## src/rtl/hd44780_lcd_rx_if.sv

```systemverilog
// Received-byte stream from the HD44780 bus receiver to its consumer.
// The master side (receiver) presents the FIFO head; the slave side accepts it.
interface hd44780_lcd_rx_if;
    logic       o_valid;
    logic [7:0] o_byte;
    logic       o_rs;
    logic       i_ready;

    modport master (
        output o_valid,
        output o_byte,
        output o_rs,
        input  i_ready
    );

    modport slave (
        input  o_valid,
        input  o_byte,
        input  o_rs,
        output i_ready
    );
endinterface

```

## src/rtl/hd44780_lcd_rx.sv

```systemverilog
// HD44780 bus snooper: samples the asynchronous RS/E/D7..D4 lines of an
// HD44780-style LCD bus, rebuilds command/data bytes in 8-bit or 4-bit
// interface mode, and queues them with their RS bit in a small FIFO.
module hd44780_lcd_rx #(
    parameter int SYNC_STAGES  = 2,
    parameter int E_MIN_CYCLES = 8,
    parameter int FIFO_DEPTH   = 4
) (
    input  logic                   i_clk,
    input  logic                   i_rst_n,
    input  logic                   i_lcd_rs,
    input  logic                   i_lcd_e,
    input  logic [3:0]             i_lcd_data,
    hd44780_lcd_rx_if.master       rx,
    output logic                   o_mode4,
    output logic                   o_overflow,
    output logic                   o_glitch
);

    localparam int         PTR_W   = $clog2(FIFO_DEPTH);
    localparam int         CNT_W   = PTR_W + 1;
    localparam logic [7:0] E_MIN_C = 8'(E_MIN_CYCLES);

    typedef enum logic {
        HI_WAIT = 1'b0,
        LO_WAIT = 1'b1
    } state_t;

    // ------------------------------------------------------------------
    // Input synchronizers: bit 5 = RS, bit 4 = E, bits 3:0 = D7..D4
    // ------------------------------------------------------------------
    logic [5:0] sync_q [SYNC_STAGES];
    logic       s_rs_s;
    logic       s_e_s;
    logic [3:0] s_d_s;

    // Shift the raw bus lines through the synchronizer chain.
    always_ff @(posedge i_clk or negedge i_rst_n) begin
        if (!i_rst_n) begin
            for (int i = 0; i < SYNC_STAGES; i++) begin
                sync_q[i] <= 6'd0;
            end
        end else begin
            sync_q[0] <= {i_lcd_rs, i_lcd_e, i_lcd_data};
            for (int i = 1; i < SYNC_STAGES; i++) begin
                sync_q[i] <= sync_q[i-1];
            end
        end
    end

    assign s_rs_s = sync_q[SYNC_STAGES-1][5];
    assign s_e_s  = sync_q[SYNC_STAGES-1][4];
    assign s_d_s  = sync_q[SYNC_STAGES-1][3:0];

    // ------------------------------------------------------------------
    // E-pulse measurement and strobe qualification
    // ------------------------------------------------------------------
    logic       e_prev_q;
    logic [7:0] e_cnt_q;
    logic       last_rs_q;
    logic [3:0] last_d_q;
    logic       strobe_s;
    logic       accept_s;
    logic       glitch_s;

    // Track E history, the high-time count and the bus values of the last E-high cycle.
    always_ff @(posedge i_clk or negedge i_rst_n) begin
        if (!i_rst_n) begin
            e_prev_q  <= 1'b0;
            e_cnt_q   <= 8'd0;
            last_rs_q <= 1'b0;
            last_d_q  <= 4'd0;
        end else begin
            e_prev_q <= s_e_s;
            if (s_e_s) begin
                e_cnt_q   <= (e_cnt_q == 8'hFF) ? 8'hFF : (e_cnt_q + 8'd1);
                last_rs_q <= s_rs_s;
                last_d_q  <= s_d_s;
            end else begin
                e_cnt_q <= 8'd0;
            end
        end
    end

    assign strobe_s = e_prev_q & ~s_e_s;
    assign accept_s = strobe_s & (e_cnt_q >= E_MIN_C);
    assign glitch_s = strobe_s & ~accept_s;

    // ------------------------------------------------------------------
    // Byte assembly FSM (8-bit direct, 4-bit high/low nibble pairing)
    // ------------------------------------------------------------------
    state_t     state_q, state_d;
    logic       mode4_q, mode4_d;
    logic [3:0] hi_nib_q, hi_nib_d;
    logic       hi_rs_q, hi_rs_d;
    logic       cmp_valid_d;
    logic [7:0] cmp_byte_d;
    logic       cmp_rs_d;
    logic       push_q;
    logic [7:0] push_byte_q;
    logic       push_rs_q;
    logic       glitch_q;

    // Decide the next nibble state, mode and any completed byte for this cycle.
    always_comb begin
        state_d     = state_q;
        mode4_d     = mode4_q;
        hi_nib_d    = hi_nib_q;
        hi_rs_d     = hi_rs_q;
        cmp_valid_d = 1'b0;
        cmp_byte_d  = 8'h00;
        cmp_rs_d    = 1'b0;
        if (accept_s) begin
            if (!mode4_q) begin
                cmp_valid_d = 1'b1;
                cmp_byte_d  = {last_d_q, 4'b0000};
                cmp_rs_d    = last_rs_q;
                if (!last_rs_q && (last_d_q == 4'b0010)) begin
                    mode4_d = 1'b1;
                    state_d = HI_WAIT;
                end else begin
                    mode4_d = mode4_q;
                end
            end else begin
                case (state_q)
                    HI_WAIT: begin
                        hi_nib_d = last_d_q;
                        hi_rs_d  = last_rs_q;
                        state_d  = LO_WAIT;
                    end
                    LO_WAIT: begin
                        cmp_valid_d = 1'b1;
                        cmp_byte_d  = {hi_nib_q, last_d_q};
                        cmp_rs_d    = hi_rs_q;
                        state_d     = HI_WAIT;
                        if (!hi_rs_q && (hi_nib_q == 4'b0011)) begin
                            mode4_d = 1'b0;
                        end else begin
                            mode4_d = mode4_q;
                        end
                    end
                    default: begin
                        state_d = HI_WAIT;
                    end
                endcase
            end
        end else begin
            state_d = state_q;
        end
    end

    // Hold FSM state, completed-byte staging register and the sticky glitch flag.
    always_ff @(posedge i_clk or negedge i_rst_n) begin
        if (!i_rst_n) begin
            state_q     <= HI_WAIT;
            mode4_q     <= 1'b0;
            hi_nib_q    <= 4'd0;
            hi_rs_q     <= 1'b0;
            push_q      <= 1'b0;
            push_byte_q <= 8'h00;
            push_rs_q   <= 1'b0;
            glitch_q    <= 1'b0;
        end else begin
            state_q     <= state_d;
            mode4_q     <= mode4_d;
            hi_nib_q    <= hi_nib_d;
            hi_rs_q     <= hi_rs_d;
            push_q      <= cmp_valid_d;
            push_byte_q <= cmp_byte_d;
            push_rs_q   <= cmp_rs_d;
            glitch_q    <= glitch_q | glitch_s;
        end
    end

    // ------------------------------------------------------------------
    // Received-byte FIFO with registered head outputs
    // ------------------------------------------------------------------
    logic [8:0]       mem_q [FIFO_DEPTH];
    logic [PTR_W-1:0] rd_ptr_q, rd_ptr_d;
    logic [PTR_W-1:0] wr_ptr_q, wr_ptr_d;
    logic [CNT_W-1:0] count_q, count_d;
    logic             full_s;
    logic             pop_s;
    logic             push_ok_s;
    logic             ovf_s;
    logic [8:0]       head_d;
    logic             valid_q;
    logic [7:0]       byte_q;
    logic             rs_q;
    logic             ovf_q;

    // Work out occupancy, pointers and the next head entry, bypassing a write into an empty slot.
    always_comb begin
        full_s    = (count_q == CNT_W'(FIFO_DEPTH));
        pop_s     = valid_q & rx.i_ready;
        push_ok_s = push_q & (~full_s | pop_s);
        ovf_s     = push_q & full_s & ~pop_s;
        count_d   = count_q + CNT_W'(push_ok_s) - CNT_W'(pop_s);
        rd_ptr_d  = rd_ptr_q + PTR_W'(pop_s);
        wr_ptr_d  = wr_ptr_q + PTR_W'(push_ok_s);
        head_d    = 9'd0;
        if (count_d == CNT_W'(0)) begin
            head_d = 9'd0;
        end else if (push_ok_s && (rd_ptr_d == wr_ptr_q)) begin
            head_d = {push_rs_q, push_byte_q};
        end else begin
            head_d = mem_q[rd_ptr_d];
        end
    end

    // Update FIFO storage, pointers, registered head and the sticky overflow flag.
    always_ff @(posedge i_clk or negedge i_rst_n) begin
        if (!i_rst_n) begin
            for (int i = 0; i < FIFO_DEPTH; i++) begin
                mem_q[i] <= 9'd0;
            end
            rd_ptr_q <= '0;
            wr_ptr_q <= '0;
            count_q  <= '0;
            valid_q  <= 1'b0;
            byte_q   <= 8'h00;
            rs_q     <= 1'b0;
            ovf_q    <= 1'b0;
        end else begin
            if (push_ok_s) begin
                mem_q[wr_ptr_q] <= {push_rs_q, push_byte_q};
            end
            rd_ptr_q <= rd_ptr_d;
            wr_ptr_q <= wr_ptr_d;
            count_q  <= count_d;
            valid_q  <= (count_d != CNT_W'(0));
            byte_q   <= head_d[7:0];
            rs_q     <= head_d[8];
            ovf_q    <= ovf_q | ovf_s;
        end
    end

    assign rx.o_valid = valid_q;
    assign rx.o_byte  = byte_q;
    assign rx.o_rs    = rs_q;
    assign o_mode4    = mode4_q;
    assign o_overflow = ovf_q;
    assign o_glitch   = glitch_q;

endmodule

```

## src/flat_wrapper.sv

```systemverilog
// flat-port wrapper written by rule: the top's interface ports become plain ports
module hd44780_lcd_rx_flat 
#(
    parameter int SYNC_STAGES  = 2,
    parameter int E_MIN_CYCLES = 8,
    parameter int FIFO_DEPTH   = 4
)
  (i_clk, i_rst_n, i_lcd_rs, i_lcd_e, i_lcd_data, o_mode4, o_overflow, o_glitch, rx_o_valid, rx_o_byte, rx_o_rs, rx_i_ready);
  hd44780_lcd_rx_if rx_i ();
  input  logic i_clk;
  input  logic i_rst_n;
  input  logic i_lcd_rs;
  input  logic i_lcd_e;
  input  logic [3:0] i_lcd_data;
  output logic o_mode4;
  output logic o_overflow;
  output logic o_glitch;
  output wire logic [$bits(rx_i.o_valid)-1:0] rx_o_valid;
  output wire logic [$bits(rx_i.o_byte)-1:0] rx_o_byte;
  output wire logic [$bits(rx_i.o_rs)-1:0] rx_o_rs;
  input wire logic [$bits(rx_i.i_ready)-1:0] rx_i_ready;
  assign rx_o_valid = rx_i.o_valid;
  assign rx_o_byte = rx_i.o_byte;
  assign rx_o_rs = rx_i.o_rs;
  assign rx_i.i_ready = rx_i_ready;
  hd44780_lcd_rx #(.SYNC_STAGES(SYNC_STAGES), .E_MIN_CYCLES(E_MIN_CYCLES), .FIFO_DEPTH(FIFO_DEPTH)) u_core (.i_clk(i_clk), .i_rst_n(i_rst_n), .i_lcd_rs(i_lcd_rs), .i_lcd_e(i_lcd_e), .i_lcd_data(i_lcd_data), .rx(rx_i), .o_mode4(o_mode4), .o_overflow(o_overflow), .o_glitch(o_glitch));
endmodule
```

## config.mk

```make
export PLATFORM = sky130hd
export DESIGN_NAME = hd44780_lcd_rx_flat
export DESIGN_NICKNAME = d
export VERILOG_FILES = /design/src/rtl/hd44780_lcd_rx_if.sv /design/src/rtl/hd44780_lcd_rx.sv /design/src/flat_wrapper.sv
export SDC_FILE = /design/constraint.sdc
export NUM_CORES = 1
export LEC_CHECK = 0
export ABC_AREA = 1
export CORE_MARGIN = 1
export CORE_UTILIZATION = 40
export CTS_CLUSTER_SIZE = 10
export DETAILED_ROUTE_END_ITERATION = 6
export PLACE_DENSITY = 0.55
export SLEW_MARGIN = 15
export SYNTH_ARGS = -nofsm -noshare
export SYNTH_HDL_FRONTEND = slang
export SYNTH_SLANG_ARGS = --single-unit
```

## constraint.sdc

```tcl
create_clock -name i_clk -period 5.97 [get_ports i_clk]
set_clock_uncertainty 0.15 [all_clocks]
set_input_delay 1.194 -clock i_clk [delete_from_list [all_inputs] [get_ports i_clk]]
set_output_delay 1.194 -clock i_clk [all_outputs]
set_load 0.005 [all_outputs]
```

# == Yosys cells after proc, flatten, opt, wreduce, memory -nomap -nowiden ==
# Cells that the tools add are included.
# word_totals
register_bits,98
input_bits,9
word_cells,93
# op_classes
addsub,5
magnitude_cmp,4
n_eq_ne,5
n_mux,26
bitwise_logic,17
n_reduce_logical,11
# ops
op,n
9-bit 2-to-1 mux,5
8-bit 2-to-1 mux,5
36-bit bitwise mux,1
9-bit binary-select mux with 2-bit select,1
9-bit demux with 2-bit select,1
1-bit 2-to-1 mux,12
"8-bit by 1-bit adder with 8-bit output, second input constant",1
"4-bit by 2-bit == test with 1-bit output, second input constant",2
"8-bit == test, second input constant",1
"8-bit by 4-bit greater-or-equal comparator with 1-bit output, second input constant",1
1-bit bitwise AND,7
"3-bit greater-or-equal comparator, second input constant",2
2-bit NOT with 3-bit output,2
1-bit NOT,5
2-bit by 1-bit adder with 2-bit output,2
1-bit logical AND,4
3-bit by 1-bit adder with 3-bit output,1
"3-bit == test, second input constant",1
3-bit zero test,1
"3-bit by 1-bit less-than comparator with 1-bit output, second input constant",1
1-bit OR,3
3-bit AND reduction,1
3-bit nonzero test,1
3-bit by 1-bit subtractor with 3-bit output,1
5 further kinds,6

# == Logic depth before layout (Yosys ltp) ==
# logic_depth
word_depth,8
mapped_depth,12

# == Worst setup path after synthesis ==
# No wires, ideal clock.
# synth_timing
path_type,in2reg
startpoint,in rx_i_ready
endpoint,reg u_core.byte_q[7] (netlist: u_core.rx.o_byte[7])
setup_ns,0.118
arrival_time_ns,2.707
required_time_ns,5.702
setup_slack_ns,2.995
cell_stages,10
path_buffers,0
cell_sequence,nand2_1 nand3_2 nand2_2 inv_1 ha_1 fa_1 nor2_1 nand3_2 nand2_1 nor2_2
# synth_between
elab_cells_between_ends,15
# synth_lines
item,line,text
start: declaration,flat_wrapper.sv:21,input wire logic [$bits(rx_i.i_ready)-1:0] rx_i_ready;
1-bit bitwise AND *,hd44780_lcd_rx.sv:195,pop_s = valid_q & rx.i_ready;
1-bit OR,hd44780_lcd_rx.sv:196,push_ok_s = push_q & (~full_s | pop_s);
1-bit bitwise AND,hd44780_lcd_rx.sv:196,
3-bit by 1-bit adder with 3-bit output,hd44780_lcd_rx.sv:198,count_d = count_q + CNT_W'(push_ok_s) - CNT_W'(pop_s);
3-bit by 1-bit subtractor with 3-bit output *,hd44780_lcd_rx.sv:198,
net u_core.count_d[1],hd44780_lcd_rx.sv:181,"logic [CNT_W-1:0] count_q, count_d;"
3-bit zero test *,hd44780_lcd_rx.sv:202,if (count_d == CNT_W'(0)) begin
9-bit 2-to-1 mux *,hd44780_lcd_rx.sv:202,
net u_core.head_d[7],hd44780_lcd_rx.sv:186,logic [8:0] head_d;
end signal: assignment,hd44780_lcd_rx.sv:232,byte_q <= head_d[7:0];
end: declaration,hd44780_lcd_rx.sv:188,logic [7:0] byte_q;
# The timed path passes the listed nets; every way through them passes the cells marked *. The select of a mux whose other input is x is not followed.
# A chain may end at the register's enable or synchronous reset.

# == Final worst setup path ==
# layout_timing
startpoint,in rx_i_ready
endpoint,reg u_core.byte_q[1] (netlist: u_core.rx.o_byte[1])
# layout_between
elab_chain_cells,8
elab_cells_between_ends,15
# layout_rtl
item,line,text
1-bit bitwise AND *,hd44780_lcd_rx.sv:195,
2-bit by 1-bit adder with 2-bit output *,hd44780_lcd_rx.sv:199,rd_ptr_d = rd_ptr_q + PTR_W'(pop_s);
net u_core.rd_ptr_d[0],hd44780_lcd_rx.sv:179,"logic [PTR_W-1:0] rd_ptr_q, rd_ptr_d;"
2-bit NOT with 3-bit output (implied by the code),hd44780_lcd_rx.sv:207,head_d = mem_q[rd_ptr_d];
9-bit binary-select mux with 2-bit select,hd44780_lcd_rx.sv:207,
9-bit 2-to-1 mux (implied by the code) (2 in a row),hd44780_lcd_rx.sv:207,
9-bit 2-to-1 mux *,hd44780_lcd_rx.sv:204,end else if (push_ok_s && (rd_ptr_d == wr_ptr_q)) begin
9-bit 2-to-1 mux *,hd44780_lcd_rx.sv:202,
net u_core.head_d[1],hd44780_lcd_rx.sv:186,
# Marked as above.

==> impl_results.md <==
* Worst path required time at 6070 ps
* Worst path cell trace: clkdlybuf4s50_1 > nand2_1 > inv_1 > ha_1 > nand2_1 > nand2_1 > nand3_2 > nor2_4 > nand2_1 > nand2_1 > nor2_1
* Fin nets at 513
* Pre-CTS setup slack at 2120 ps
* Hold-fix buffers at CTS at 0
* Comb pwr share at 0.270
* Critical Path Sink Type: flip-flop
* Area occupied by registers at 0.00245 mm^2
* Worst hold margin at 204 ps
* Max Clk Rate at 287 MHz
* Gr usage total at 0.156
* Switching Fraction at 0.315
* Post-CTS Resized at 0
* TritonCTS buffer count at 9
* Leakage power at 2.29 nW
* Grt ovf at 0
* Register area share after synthesis at 0.579
* Initial antenna violation count at 0
* Antenna diodes at 0
* CP arrival at 3580 ps
* Synth Warn # at 0
* Worst min path class: flip-flop to flip-flop
* Worst-skew pair later-pin latency at 360 ps
* Post-DP Area at 0.00454 mm^2
* Routed wire length at 7.56 mm
* Synth Cell Area at 0.00424 mm^2
* Syn_area_per_cell at 8.89 um^2
* Clock transition at path regs at 90 ps
* Vias in the first global route at 2902
* Clk pwr share at 0.256
* Die height at 105 um
* Die Area at 0.0110 mm^2
* Most frequent cells in the layout: nand2_1 (125), dfrtp_1 (98), inv_1 (77), o21ai_0 (72), nor2_1 (30)
* DR pass1 iterations at 4
* Class of the most critical setup path: primary input to flip-flop
* PwrDens at 340 mW/mm^2
* Synth Register Bits at 98
* DPL Wire Length at 5.23 mm
* Setup violations, final at 0
* Post-route cell area at 0.00472 mm^2
* CP startpoint kind: primary input
* Worst Path Max Fanout at 39
* Clk buf depth at 2
* Initial core utilization at 0.412
* Finished Layout Cells at 637
* Max Cap Viol at 0
* Io pins at 22
* Reg2reg setup slack at 3340 ps
* Placed instance count at 622
* Max incr delay on CP at 990 ps
* Routed Antenna Nets at 0
* TNS Setup at 0 ps
* CTS H-tree depth at 3
* Routed vias/inst at 4.67
* Core box area at 0.0103 mm^2
* Commonest non-fill, non-tap cell in the layout: nand2_1
* Setup WS post-layout at 2490 ps
* Final period util at 0.583
* RSZ-0062 raised after global routing: no
* Syn nets at 493
* Avg WL per Cell at 11.9 um
* Setup bufs post-CTS at 0
* Outcome: complete, no violations
* Crit-path slowest cell: ha_1
* Synth-to-Final Area Change at 11.3%
* CTS tree: built
* Max-slew violations at 0
* Die width at 105 um
* Switching pwr at 505 uW
* First-pass GRT wire length at 13.8 mm
* Library cells used by synthesis at 29
* Largest net degree at the start of global routing at 64
* Int Power at 1.10 mW
* Layout cells sized above 1 at 0.0619
* Mapped Cells at 477
* Routability cong. at 0.838
* Area of the multi-input gates at 0.00140 mm^2
* Iter 0 DRT Violations at 151
* Sequential share of power at 0.474
* CP dominant cell by count: nand2_1
* Vias at 2975
* Final period demand of the worst path at 3480 ps
* VDD IR-drop max at 0.000156 V
* DR DRC count at 0
* Final hold viol count at 0
* Max-slew headroom at 0.294
* Row count at 37
* Clock Tree Root: clkbuf_8
* Number of clock sinks at 98
* FILL cells at 1044
* Worst-Margin Slew at 1060 ps
* Port bufs at 21
## power groups by stage
stage          combinational (mW)  clock [mW]  sequential, mW
2_1_floorplan               0.289           0           0.773
3_3_place_gp                0.426           0           0.773
3_5_place_dp                0.434           0           0.775
4_1_cts                     0.437       0.425           0.762
5_1_grt                     0.510       0.453           0.768
6_report                    0.433       0.410           0.760
## logic make-up after synthesis
group	share of synthesized area
xor+xnor	0.00620
compound gates	0.109
simple gates	0.192
buf+inv	0.0918
fa+ha+maj	0.0224
flops	0.579
## metal layers
metal  vias up  GRT usage  wire length [um]
met3         9     0.0356               234
met4         0     0.0523                83
met1      1403      0.207              3660
met5         -          0                 0
li1       1516          -                 -
met2        47      0.254              3590
## final timing paths
| check | start | end | cells after the start |
|---|---|---|---|
| max | rx_i_ready | u_core.rx.o_byte[1]$_DFF_PN0_ | 11 |
| max reg2reg | u_core.rx.o_valid$_DFF_PN0_ | u_core.rx.o_byte[1]$_DFF_PN0_ | 10 |
| min reg2reg | u_core.sync_q[7]$_DFF_PN0_ | u_core.s_d_s[1]$_DFF_PN0_ | 0 |
| min | u_core.sync_q[7]$_DFF_PN0_ | u_core.s_d_s[1]$_DFF_PN0_ | 0 |
| min in group asynchronous | i_rst_n | u_core.count_q[2]$_DFF_PN0_ | 1 |
| max in group asynchronous | i_rst_n | u_core.mem_q[33]$_DFFE_PN0P_ | 2 |
## cells in the mapped netlist (all sizes together)
library cell / instances / area [um^2]
a21oi: 9 / 45.0
a22oi: 1 / 7.51
buf: 11 / 81.3
clkbuf: 2 / 7.51
dfrtp: 98 / 2450
fa: 1 / 20.0
ha: 6 / 75.1
inv: 80 / 300
nand2: 127 / 482
nand3: 12 / 75.1
nand3b: 2 / 15.0
nand4: 2 / 12.5
nor2: 32 / 130
nor3: 10 / 95.1
o21a: 1 / 7.51
o21ai: 77 / 385
o21bai: 2 / 15.0
or2: 1 / 6.26
xnor2: 1 / 8.76
xor2: 2 / 17.5
## sequential cells by signal (all words and copies together) (netlist names), 2 cells and up
register and flops:
u_core.rx.o_byte 8, u_core.hi_nib_q 4, u_core.s_d_s 4, u_core.sync_q 6
u_core.wr_ptr_q 2, u_core.mem_q 36, u_core.count_q 3, u_core.e_cnt_q 8
u_core.last_d_q 4, u_core.push_byte_q 8, u_core.rd_ptr_q 2
## metrics by stage
stage,total power [mW],utilization
finish,1.60,0.459
CTS,1.62,0.459
detailed placement,1.21,0.441
floorplan,1.06,-
global route,1.73,0.459
global placement,1.20,0.441
## worst max-delay path: cells and delay by family
kind	cells	cell delay, ps
fa+ha+maj	1	990
buf+inv	2	470
simple gates	8	910
## final cells by class
| type | instances | share of cell area |
|---|---|---|
| clock inverter | 5 | 0.0119 |
| tap | 136 | 0.0361 |
| clock buffer | 10 | 0.0270 |
| sequential | 98 | 0.520 |
| inverter | 80 | 0.0636 |
| timing repair buffer | 22 | 0.0456 |
| multi-input combinational | 286 | 0.296 |
Note: power is estimated with default switching activity, not from simulation.
